`src/rtl/uart_tx_9600.sv`:
```
// uart_tx_9600: UART transmitter paced by the 9600-baud divider toggle,
// which is sampled as data and edge-detected in the clk_in domain.
module uart_tx_9600 #(
  parameter int DATA_BITS = 8,
  parameter int PARITY    = 0,
  parameter int STOP_BITS = 1
) (
  input  logic                 clk_in,
  input  logic                 rst_n,
  input  logic                 baud_in,
  input  logic [DATA_BITS-1:0] tx_data,
  input  logic                 tx_valid,
  output logic                 tx_ready,
  output logic                 tx_out,
  output logic                 tx_busy,
  output logic                 tx_done
);

  localparam int CW = $clog2(DATA_BITS);
  localparam logic [CW-1:0] LAST = CW'(DATA_BITS - 1);
  localparam logic STOP_LAST = 1'(STOP_BITS - 1);
  localparam logic ODD = (PARITY == 2);

  typedef enum logic [2:0] {
    IDLE,
    WAIT,
    START,
    DATA,
    PAR,
    STOP
  } state_e;

  state_e state_q, state_d;
  logic s1_q, s2_q, p_q;
  logic tick;
  logic [DATA_BITS-1:0] shift_q, shift_d;
  logic [CW-1:0] cnt_q, cnt_d;
  logic stop_q, stop_d;
  logic par_q, par_d;
  logic tx_q, tx_d;
  logic done_q, done_d;

  always_ff @(posedge clk_in or negedge rst_n) begin
    if (!rst_n) begin
      s1_q <= 1'b0;
      s2_q <= 1'b0;
      p_q  <= 1'b0;
    end else begin
      s1_q <= baud_in;
      s2_q <= s1_q;
      p_q  <= s2_q;
    end
  end

  assign tick = s2_q & ~p_q;

  always_ff @(posedge clk_in or negedge rst_n) begin
    if (!rst_n) begin
      state_q <= IDLE;
      shift_q <= '0;
      cnt_q   <= '0;
      stop_q  <= 1'b0;
      par_q   <= 1'b0;
      tx_q    <= 1'b1;
      done_q  <= 1'b0;
    end else begin
      state_q <= state_d;
      shift_q <= shift_d;
      cnt_q   <= cnt_d;
      stop_q  <= stop_d;
      par_q   <= par_d;
      tx_q    <= tx_d;
      done_q  <= done_d;
    end
  end

  always_comb begin
    state_d = state_q;
    shift_d = shift_q;
    cnt_d   = cnt_q;
    stop_d  = stop_q;
    par_d   = par_q;
    tx_d    = tx_q;
    done_d  = 1'b0;
    unique case (state_q)
      IDLE: begin
        // a tick coinciding with acceptance is dropped on purpose
        if (tx_valid) begin
          shift_d = tx_data;
          par_d   = (^tx_data) ^ ODD;
          state_d = WAIT;
        end
      end
      WAIT: begin
        if (tick) begin
          tx_d    = 1'b0;
          state_d = START;
        end
      end
      START: begin
        if (tick) begin
          tx_d    = shift_q[0];
          shift_d = shift_q >> 1;
          cnt_d   = '0;
          state_d = DATA;
        end
      end
      DATA: begin
        if (tick) begin
          if (cnt_q == LAST) begin
            stop_d = 1'b0;
            if (PARITY != 0) begin
              tx_d    = par_q;
              state_d = PAR;
            end else begin
              tx_d    = 1'b1;
              state_d = STOP;
            end
          end else begin
            tx_d    = shift_q[0];
            shift_d = shift_q >> 1;
            cnt_d   = cnt_q + 1'b1;
          end
        end
      end
      PAR: begin
        if (tick) begin
          tx_d    = 1'b1;
          stop_d  = 1'b0;
          state_d = STOP;
        end
      end
      STOP: begin
        if (tick) begin
          if (stop_q == STOP_LAST) begin
            done_d  = 1'b1;
            state_d = IDLE;
          end else begin
            stop_d = stop_q + 1'b1;
          end
        end
      end
      default: state_d = IDLE;
    endcase
  end

  assign tx_out   = tx_q;
  assign tx_ready = (state_q == IDLE);
  assign tx_busy  = (state_q != IDLE);
  assign tx_done  = done_q;

endmodule

```
`config.mk`:
```
export PLATFORM = sky130hd
export DESIGN_NAME = uart_tx_9600
export DESIGN_NICKNAME = d
export VERILOG_FILES = /design/src/rtl/uart_tx_9600.sv
export SDC_FILE = /design/constraint.sdc
export NUM_CORES = 1
export LEC_CHECK = 0
export CORE_MARGIN = 5
export CORE_UTILIZATION = 30
export CTS_CLUSTER_DIAMETER = 80
export DETAILED_ROUTE_END_ITERATION = 12
export GPL_TIMING_DRIVEN = 0
export PLACE_DENSITY_LB_ADDON = 0.2
export SLEW_MARGIN = 40
export SYNTH_ARGS = -nofsm -noshare
export SYNTH_HDL_FRONTEND = slang
export SYNTH_SLANG_ARGS = --single-unit
```
`constraint.sdc`:
```
create_clock -name clk_in -period 2.05 [get_ports clk_in]
set_clock_uncertainty 0.2 [all_clocks]
set_input_delay 0.615 -clock clk_in [delete_from_list [all_inputs] [get_ports clk_in]]
set_output_delay 0.615 -clock clk_in [all_outputs]
set_load 0.03 [all_outputs]
```
# Yosys cells after proc, flatten, opt, wreduce, memory -nomap -nowiden
# Cells that the tools add are included.
[classes] eq_ne=15 reduce_logical=11 mux=32 add_sub_neg=2 n_bitwise=2
[op_table] op="3-bit 2-to-1 mux" n=11
[op_table] op="8-bit 2-to-1 mux" n=4
[op_table] op="8-bit one-hot mux with 3 select lines" n=1
[op_table] op="2-bit inequality test (second input constant)" n=9
[op_table] op="3-bit one-hot mux with 6 select lines" n=1
[op_table] op="5-bit AND reduction" n=3
[op_table] op="1-bit 2-to-1 mux" n=12
[op_table] op="3-bit equality test (second input constant)" n=3
[op_table] op="3-bit nonzero test" n=3
[op_table] op="8-bit AND reduction" n=1
[op_table] op="3-bit by 2-bit equality test with 1-bit output (second input constant)" n=2
[op_table] op="3-bit one-hot mux with 2 select lines" n=1
[op_table] op="1-bit one-hot mux with 4 select lines" n=1
[op_table] op="4-bit AND reduction" n=1
[op_table] op="4-bit nonzero test" n=1
[op_table] op="3-bit by 1-bit adder with 3-bit output (second input constant)" n=1
[op_table] op="3-bit by 1-bit equality test with 1-bit output (second input constant)" n=1
[op_table] op="3-bit logical NOT" n=1
[op_table] op="1-bit one-hot mux with 3 select lines" n=1
[op_table] op="2-bit nonzero test" n=1
[op_table] op="1-bit adder (second input constant)" n=1
[op_table] op="1-bit bitwise AND" n=1
[op_table] op="1-bit inverter" n=1
[word_totals] input_bits=12 wordCells=71 reg_bits=20

# Longest topological paths before layout
# Gate-level depths: netlist (run 1).
[logic_depth] depth_word=4 ltp_mapped=6 mapped_depth_nobuf=5

# Worst setup path before layout (run 1)
# OpenSTA, ideal clock, no wires.
[synth_path] path_kind="register -> output" from="register state_q[0]" to="output port tx_busy" t_arrival_ns=1.708 n_path_buf=1 t_required_ns=1.235 setup_slack_ns=-0.473 path_stages_with_launch=4 cell_sequence="dfrtp_1 clkbuf_1 nor3_1 inv_1"
[synth_between] elab_chain_cells=1
[synth_lines] item="start: declaration" line_no="33" rtl="state_e state_q, state_d;"
[synth_lines] item="start signal: assignment" line_no="67" rtl="state_q <= state_d;"
[synth_lines] item="3-bit nonzero test" line_no="149" rtl="assign tx_busy = (state_q != IDLE);"
[synth_lines] item="end: declaration" line_no="15" rtl="output logic tx_busy,"
# No other way between the ends.

# Final worst setup path (run 1)
# Ends and elaborated chain as after synthesis.

==> flow_summary.json, run 1 <==
{
  "ant_nets": 0,
  "grt_pass1_vias": 722,
  "die_w_um": 66.6,
  "grt_antenna_before_repair": 0,
  "core_area_um2": 3050,
  "dieArea_um2": 4430,
  "ctsLongestPathBuffers": 2,
  "gr-max-usage-layer": "met2",
  "pin_count": 16,
  "die_y_um": 66.6,
  "drt-pass1-iter-count": 2,
  "critPathMaxFanout": 7,
  "cp-end-kind": "primary output",
  "reg2regPathDepth": 5,
  "clock-sinks": 19,
  "leakagePower_nw": 0.572,
  "use_met3_pct": 2.70,
  "r2r_start": "state_q[0]",
  "drc_errors": 0,
  "regToRegSetupSlack_ns": 0.03,
  "tightest_slew_ns": 0.422,
  "synth_cell_types": 29,
  "grt_overflow_total": 0,
  "drive_gt1_share_pct": 38.0,
  "finalSetupViolCount": 1,
  "status": "finished with violations",
  "failed_checks": "negative setup slack",
  "numCtsBuffers": 3,
  "hold_class": "in2async",
  "slew_headroom_pct": 71.8,
  "powerDensity_nw_per_um2": 1020,
  "area_delta_synth_final_pct": 36.6,
  "rsz0062_at_grt": "true",
  "syn-num-nets": 96,
  "grt.total_usage_pct": 9.08,
  "start_util_pct": 31.5,
  "start_kind": "register",
  "fin_tns_setup_ns": -0.0184,
  "ctsRootBufferMaster": "clkbuf_4",
  "r2r_end": "shift_q[5]",
  "drv_slew": 0,
  "finalHoldViolCount": 0,
  "ys_ff_latch": 19,
  "critical_path_required_ns": 1.23,
  "fmax_mhz": 483,
  "syn-instance-count": 82,
  "irDropWorstVdd_mv": 0.522,
  "cp-endpoint": "tx_busy",
  "cp-startpoint": "state_q[0]",
  "dp_hpwl_um": 1230,
  "insertion_delay_ns": 0.29,
  "ys_seq_area_share_pct": 49.6,
  "syn_area_um2": 961,
  "path_clk_slew_ns": 0.10,
  "vias_per_cell": 4.62,
  "grt_start_max_net_pins": 20,
  "finalWorstSetupSlack_ns": -0.0184,
  "fp-row-count": 20,
  "io_buffer_count": 15,
  "fin_crit_sh_pct": 101,
  "insertedDiodeCount": 0,
  "grt_use_met2_pct": 15.2,
  "cts_tree": "done",
  "drtIter0Drc": 14,
  "path_class": "reg2out",
  "nNetsFinal": 123,
  "num_vias": 702,
  "drv_cap": 0,
  "grt_pass1_wl_um": 3080,
  "cts_htree_levels": 1,
  "routed_wl_um": 1810,
  "post-place-ws_ns": -0.658,
  "avgRoutedWirePerCell_um": 11.9,
  "use_met1_pct": 10.7,
  "yosysWarningCount": 0,
  "cts_hold_buf": 0,
  "place_congestion": 0.694,
  "crit_arrival_ns": 1.25,
  "fin_crit_ns": 2.07,
  "synth_area_per_cell_um2": 11.7
}
-- metal layers --
metal / vias up / wire, um
li1: 348 / -
met1: 340 / 800
met2: 11 / 901
met3: 3 / 76
met4: 0 / 28
met5: - / 0
-- flip-flops by register name, summed over array words and instances (netlist names) --
name     cells
cnt_q        3
p_q          1
s1_q         1
s2_q         1
shift_q      8
state_q      3
tx_done      1
tx_out       1
-- cell usage in the layout (no fill, tap or decap), types with 2 or more instances in the layout --
cell and n:
buf_4 8, buf_6 4, nand2_1 5, clkdlybuf4s50_1 9
nor3_1 3, mux2_2 8, clkbuf_4 3, nand2b_1 4
buf_2 2, dfrtp_1 18, inv_1 3, dlygate4sd2_1 2
a22o_1 3, nor2b_1 2, o21ai_0 3, a21oi_1 3
mux2_4 6
-- cells in the mapped netlist --
library cell  instances  area (um^2)
dfrtp_1              18          450
mux2_2               14          158
nand2_1               5         18.8
nand2b_1              4         25.0
nor3_1                4         20.0
a21oi_1               3         15.0
a22o_1                3         26.3
clkbuf_1              3         11.3
inv_1                 3         11.3
o21ai_0               3         15.0
buf_2                 2         10.0
ha_1                  2         25.0
nor2b_1               2         12.5
a221oi_4              1         26.3
a2bb2oi_1             1         8.76
and3_1                1         6.26
and3b_1               1         8.76
dfstp_2               1         26.3
mux2i_1               1         10.0
nand3b_1              1         7.51
nand4bb_1             1         11.3
nor2_1                1         3.75
o211ai_1              1         7.51
o22ai_1               1         6.26
o31ai_1               1         7.51
or2_2                 1         6.26
or3_1                 1         6.26
or3b_2                1         8.76
or3b_4                1         11.3
-- final cells by class --
type                            instances  area, um^2
Buffer                                  3        27.5
Multi-Input combinational cell         55         500
Inverter                                3        11.3
Sequential cell                        19         477
Timing Repair Buffer                   24         215
Tap cell                               44        55.1
Clock buffer                            4        26.3
Fill cell                             318        1740
-- critical path: stages, from the launching register on --
cell and delay (ns):
dfrtp_1 0.42, buf_8 0.14, nor3_4 0.19, inv_1 0.07
buf_6 0.14
-- kinds of logic after synthesis --
| kind of cell | share of synthesized area [%] |
|---|---|
| simple gates | 15.2 |
| mux | 17.4 |
| fa+ha+maj | 2.60 |
| flops | 49.6 |
| compound gates | 11.7 |
| buf+inv | 3.39 |
-- report_power, final --
part / switching [mW] / leakage [nW] / internal, mW
sequential: 0.0771 / 0.239 / 0.489
combinational: 0.229 / 0.318 / 0.356
clock: 0.107 / 0.0150 / 0.0758
-- worst min path at each step --
| stage | depth (start not counted) | from | slack (ns) | to |
|---|---|---|---|---|
| after floorplan | 0 | rst_n | 0.12 | cnt_q[0] |
| after global placement | 0 | s1_q | 0.14 | s2_q |
| after detailed placement | 0 | s1_q | 0.14 | s2_q |
| after CTS | 1 | rst_n | 0.05 | shift_q[0] |
| after global routing | 1 | rst_n | 0.06 | shift_q[0] |
| final | 1 | rst_n | 0.04 | shift_q[0] |
-- through the flow --
stage	instance area, um^2	hold slack [ns]	utilization [%]	std cells	total power, mW
after floorplan	973	0.119	-	82	0.908
after global placement	1180	0.139	38.6	141	1.01
after detailed placement	1170	0.138	38.4	141	1.03
after CTS	1260	0.0464	41.4	147	1.30
after global routing	1310	0.0623	43.0	152	1.44
final	1310	0.0371	43.0	152	1.33
-- timing repair --
item                                    CTS  global route
endpoints found under the setup margin   12            10
setup buffers                             4             5
gates cloned                              0             0
hold endpoints to repair                  0             0
pin swaps                                 1             2
gates resized for setup                  30             5
(Power assumes the default switching activity.)
==> run 2, diff against run 1 <==
Settings changed: GPL_ROUTABILITY_DRIVEN set to 0, SKIP_CTS_REPAIR_TIMING set to 1.
Clock period 2.05 ns to 2.1 ns, I/O delays scaled along.
==> run 2 against run 1 <==
  * The flow still finishes with violations (negative setup slack)
  * Routed wire length increased by 3.2%
  * Combinational power is 13% lower
  * Register-to-register slack improved by 0.06 ns
  * Global-route usage increased by 0.73 points
  * Power fell by 6.9%
  * Worst setup slack improved by 0.010 ns
  * Non-clock buffer count decreased by 3
  * Sequential power down 3.7%
  * Via count rose by 1.1%
  * Sequential cell count did not move
  * Critical endpoint unchanged
==> flow_summary.json, run 2 (same netlist as run 1, synthesis figures left out) <==
{
  "core_area_um2": 3050,
  "cp-end-kind": "primary output",
  "pwr-share-comb_pct": 40.9,
  "grt_start_max_net_pins": 20,
  "nNetsFinal": 120,
  "final_cell_mix": "dfrtp_1 (17), mux2_2 (14), clkdlybuf4s50_1 (9)",
  "mostFrequentLayoutCell": "dfrtp_1",
  "insertion_delay_ns": 0.30,
  "die_w_um": 66.6,
  "dp_hpwl_um": 1300,
  "insertedDiodeCount": 0,
  "drc_errors": 0,
  "die_y_um": 66.6,
  "hold_class": "in2async",
  "cts_tree": "done",
  "ctsRootBufferMaster": "clkbuf_4",
  "clock-sinks": 19,
  "drv_slew": 0,
  "ant_nets": 0,
  "finalHoldViolCount": 0,
  "slew_headroom_pct": 71.8,
  "leakagePower_nw": 0.578,
  "p_seq_share_pct": 43.9,
  "grt_pass1_wl_um": 3280,
  "vias_per_cell": 4.77,
  "post-place-ws_ns": -0.604,
  "fin_crit_sh_pct": 100,
  "fp-row-count": 20,
  "dieArea_um2": 4430,
  "cts_htree_levels": 1,
  "drt-pass1-iter-count": 2,
  "drv_cap": 0,
  "grt_pass1_vias": 745,
  "largest_reg_flops": 8,
  "routed_wl_um": 1860,
  "final_util_pct": 41.5,
  "area_delta_synth_final_pct": 31.8,
  "finalSetupViolCount": 1,
  "power.internal_mw": 0.851,
  "top_regs": "shift_q: 8 flops, cnt_q: 3 flops, state_q: 3 flops",
  "fin_crit_ns": 2.11,
  "critPathMaxFanout": 10,
  "grt.total_usage_pct": 9.82,
  "path_class": "reg2out",
  "start_util_pct": 31.5,
  "ctsLongestPathBuffers": 2,
  "power.total_mw": 1.24,
  "p_sw_share_pct": 31.5,
  "io_buffer_count": 15,
  "numCtsBuffers": 3,
  "irDropWorstVdd_mv": 0.453,
  "powerDensity_nw_per_um2": 981,
  "clockPowerShare_pct": 15.2,
  "grt_antenna_before_repair": 0,
  "tightest_slew_ns": 0.423,
  "path_clk_slew_ns": 0.11,
  "num_vias": 710,
  "drtIter0Drc": 20,
  "critical_path_required_ns": 1.27,
  "start_kind": "register",
  "finalWorstSetupSlack_ns": -0.00811,
  "status": "finished with violations",
  "fmax_mhz": 474,
  "grt_overflow_total": 0,
  "crit_arrival_ns": 1.28,
  "rsz0062_at_grt": "true",
  "regMostFlops": "shift_q",
  "p_sw_mw": 0.391,
  "fill_cells": 317,
  "avgRoutedWirePerCell_um": 12.5,
  "failed_checks": "negative setup slack",
  "pin_count": 16,
  "drive_gt1_share_pct": 35.2
}
==> run 2: cell types whose count changed in the layout (fill, tap and decap cells not counted), sizes merged <==
cell          change
buf               -3
clkbuf            -1
dlygate4sd2       -2
dlymetal6s2s      +3
==> run 2: metal layers <==
metal | share of wire [%] | vias to the layer above | global-route usage, % | routed length (um)
met2 | 50 | 13 | 15.2 | 925
li1 | - | 340 | - | -
met5 | 0 | - | 0 | 0
met4 | 2.1 | 0 | 5.33 | 40
met1 | 44 | 352 | 12.5 | 824
met3 | 3.9 | 5 | 2.36 | 72
==> run 2: power by group through the flow <==
stage | combinational (mW) | sequential [mW] | clock, mW
floorplan | 0.334 | 0.552 | 0
global route | 0.569 | 0.564 | 0.213
detailed placement | 0.456 | 0.551 | 0
CTS | 0.458 | 0.543 | 0.195
global placement | 0.443 | 0.544 | 0
finish | 0.508 | 0.545 | 0.189
==> run 2: per-stage QoR <==
stage / cell area (um^2) / cells / hold WS [ns] / TNS [ns]
2_1_floorplan: 972 / 82 / 0.131 / 0
3_3_place_gp: 1180 / 141 / 0.136 / -5.31
3_5_place_dp: 1170 / 141 / 0.139 / -5.26
4_1_cts: 1200 / 145 / 0.0618 / -3.67
5_1_grt: 1270 / 149 / 0.0668 / -0.0785
6_report: 1270 / 149 / 0.0479 / -0.00811
==> run 2: path summary, 6_finish.rpt <==
kind / start / to / slack (ns) / cells after the start
setup / recovery: state_q[1] / tx_busy / -0.008 / 4
hold / removal: rst_n / tx_done / 0.05 / 1
setup reg to reg: cnt_q[0] / shift_q[3] / 0.09 / 5
hold reg to reg: s1_q / s2_q / 0.16 / 0
max in group asynchronous: rst_n / tx_out / 1.32 / 1
min in group clk_in: s1_q / s2_q / 0.16 / 0
==> run 2: layout make-up <==
class	instances	area, um^2	share of cell area, %
Multi-Input combinational cell	55	465	36.8
Tap cell	44	55.1	4.35
Inverter	3	11.3	0.889
Timing Repair Buffer	21	206	16.3
Clock buffer	4	26.3	2.08
Sequential cell	19	478	37.7
Buffer	3	23.8	1.88
==> run 2: worst max-delay path, cell delays in order (launching register included) <==
cell and delay (ns):
dfrtp_1 0.40, buf_4 0.18, nor3_4 0.18, inv_1 0.05, buf_2 0.17
==> run 3, diff against run 2 <==
Settings changed: CTS_BUF_LIST set to sky130_fd_sc_hd__clkbuf_16, PLACE_DENSITY set to 0.49, PLACE_DENSITY_LB_ADDON 0.2 to unset.
==> run 3 against run 2 <==
  * Clock-buffer cell count is 1 lower
  * The flow now finishes without violations
  * Register-to-register slack hardly changed
  * Design area is 0.69% higher
  * Largest power group unchanged
==> flow_summary.json, run 3 (same netlist as run 1, synthesis figures left out) <==
{
  "crit_arrival_ns": 1.24,
  "fin_crit_sh_pct": 98.6,
  "path_clk_slew_ns": 0.05,
  "final_cell_area_um2": 1270,
  "vias_per_cell": 4.74,
  "avgRoutedWirePerCell_um": 12.2,
  "cp-end-kind": "primary output",
  "drtIter0Drc": 38,
  "clock-sinks": 19,
  "fin_crit_ns": 2.07,
  "postPlaceCellArea_um2": 1170,
  "ctsLongestPathBuffers": 2,
  "fmax_mhz": 483,
  "pin_count": 16,
  "insertedDiodeCount": 0,
  "ctsRootBufferMaster": "clkbuf_16",
  "reg2regPathDepth": 5,
  "die_y_um": 66.6,
  "drive_gt1_share_pct": 32.0,
  "tightest_slew_ns": 0.435,
  "final_cell_mix": "dfrtp_1 (18), mux2_2 (14), clkdlybuf4s50_1 (10)",
  "status": "complete, no violations",
  "irDropWorstVdd_mv": 0.564,
  "grt_overflow_total": 0,
  "dieArea_um2": 4430,
  "io_buffer_count": 15,
  "finalWorstSetupSlack_ns": 0.0304,
  "grt.total_usage_pct": 9.45,
  "top_regs": "shift_q: 8 flops, cnt_q: 3 flops, state_q: 3 flops",
  "fp-row-count": 20,
  "r2r_start": "cnt_q[0]",
  "drv_slew": 0,
  "post-place-ws_ns": -0.623,
  "area_delta_synth_final_pct": 32.7,
  "num_vias": 682,
  "routed_wl_um": 1760,
  "mostFrequentLayoutCell": "dfrtp_1",
  "insertion_delay_ns": 0.25,
  "finalSetupViolCount": 0,
  "drv_cap": 0,
  "r2r_end": "shift_q[6]",
  "nNetsFinal": 115,
  "slew_headroom_pct": 71.0,
  "drc_errors": 0,
  "grt_antenna_before_repair": 0,
  "largest_reg_flops": 8,
  "path_class": "reg2out",
  "leakagePower_nw": 0.557,
  "start_util_pct": 31.5,
  "ant_nets": 0,
  "core_area_um2": 3050,
  "start_kind": "register",
  "grt_pass1_vias": 720,
  "regMostFlops": "shift_q",
  "powerDensity_nw_per_um2": 1100,
  "dp_hpwl_um": 1270,
  "grt_pass1_wl_um": 3150,
  "critPathMaxFanout": 10,
  "rsz0062_at_grt": "true",
  "critical_path_required_ns": 1.27,
  "die_w_um": 66.6,
  "grt_start_max_net_pins": 20,
  "regToRegSetupSlack_ns": 0.08,
  "finalHoldViolCount": 0,
  "cts_htree_levels": 1,
  "numCtsBuffers": 3,
  "hold_class": "in2async",
  "drt-pass1-iter-count": 4,
  "cts_tree": "done"
}
==> run 3: metrics by stage <==
stage | setup TNS [ns] | hold slack (ns) | power [mW] | utilization (%) | std cells
6_report | 0 | 0.117 | 1.40 | 41.8 | 144
4_1_cts | -4.03 | 0.128 | 1.42 | 41.1 | 145
3_5_place_dp | -5.39 | 0.142 | 1.01 | 38.4 | 141
3_3_place_gp | -5.61 | 0.138 | 0.992 | 38.6 | 141
5_1_grt | -0.0600 | 0.164 | 1.51 | 41.8 | 144
2_1_floorplan | 0 | 0.131 | 0.886 | - | 82
==> run 3: where the power goes <==
group,internal [mW],switching (mW)
Clock,0.257,0.138
Combinational,0.265,0.198
Sequential,0.478,0.0668
Total,1.00,0.402
==> run 3: area by class of cell <==
class / count / area, um^2
fillers: 312 / 1780
flip-flops and latches: 19 / 477
multi-input cells: 55 / 465
repair buffers: 16 / 166
clock buffers: 3 / 75.1
well taps: 44 / 55.1
plain buffers: 3 / 17.5
inverters: 3 / 11.3
clock inverters: 1 / 7.51
==> run 3: critical path: stages (launching register included) <==
cell     delay (ns)
dfrtp_1        0.39
buf_4          0.19
nor3_4         0.19
inv_1          0.05
buf_2          0.17
==> run 3: how the worst max path moves through the flow <==
stage               startpoint         end  slack (ns)  depth (start not counted)
CTS                 state_q[0]     tx_busy       -0.62                          4
global placement      tx_valid  shift_q[3]       -0.65                          4
detailed placement    tx_valid  shift_q[6]       -0.62                          4
finish              state_q[0]     tx_busy        0.03                          4
floorplan             cnt_q[0]  shift_q[0]        0.01                          5
global route        state_q[1]     tx_busy       -0.06                          4
==> run 3: metal layers <==
metal | GRT usage, % | wire, um | up-vias
li1 | - | - | 331
met1 | 10.6 | 747 | 335
met2 | 15.8 | 900 | 14
met3 | 4.22 | 98 | 2
met4 | 3.05 | 17 | 0
met5 | 0 | 0 | -
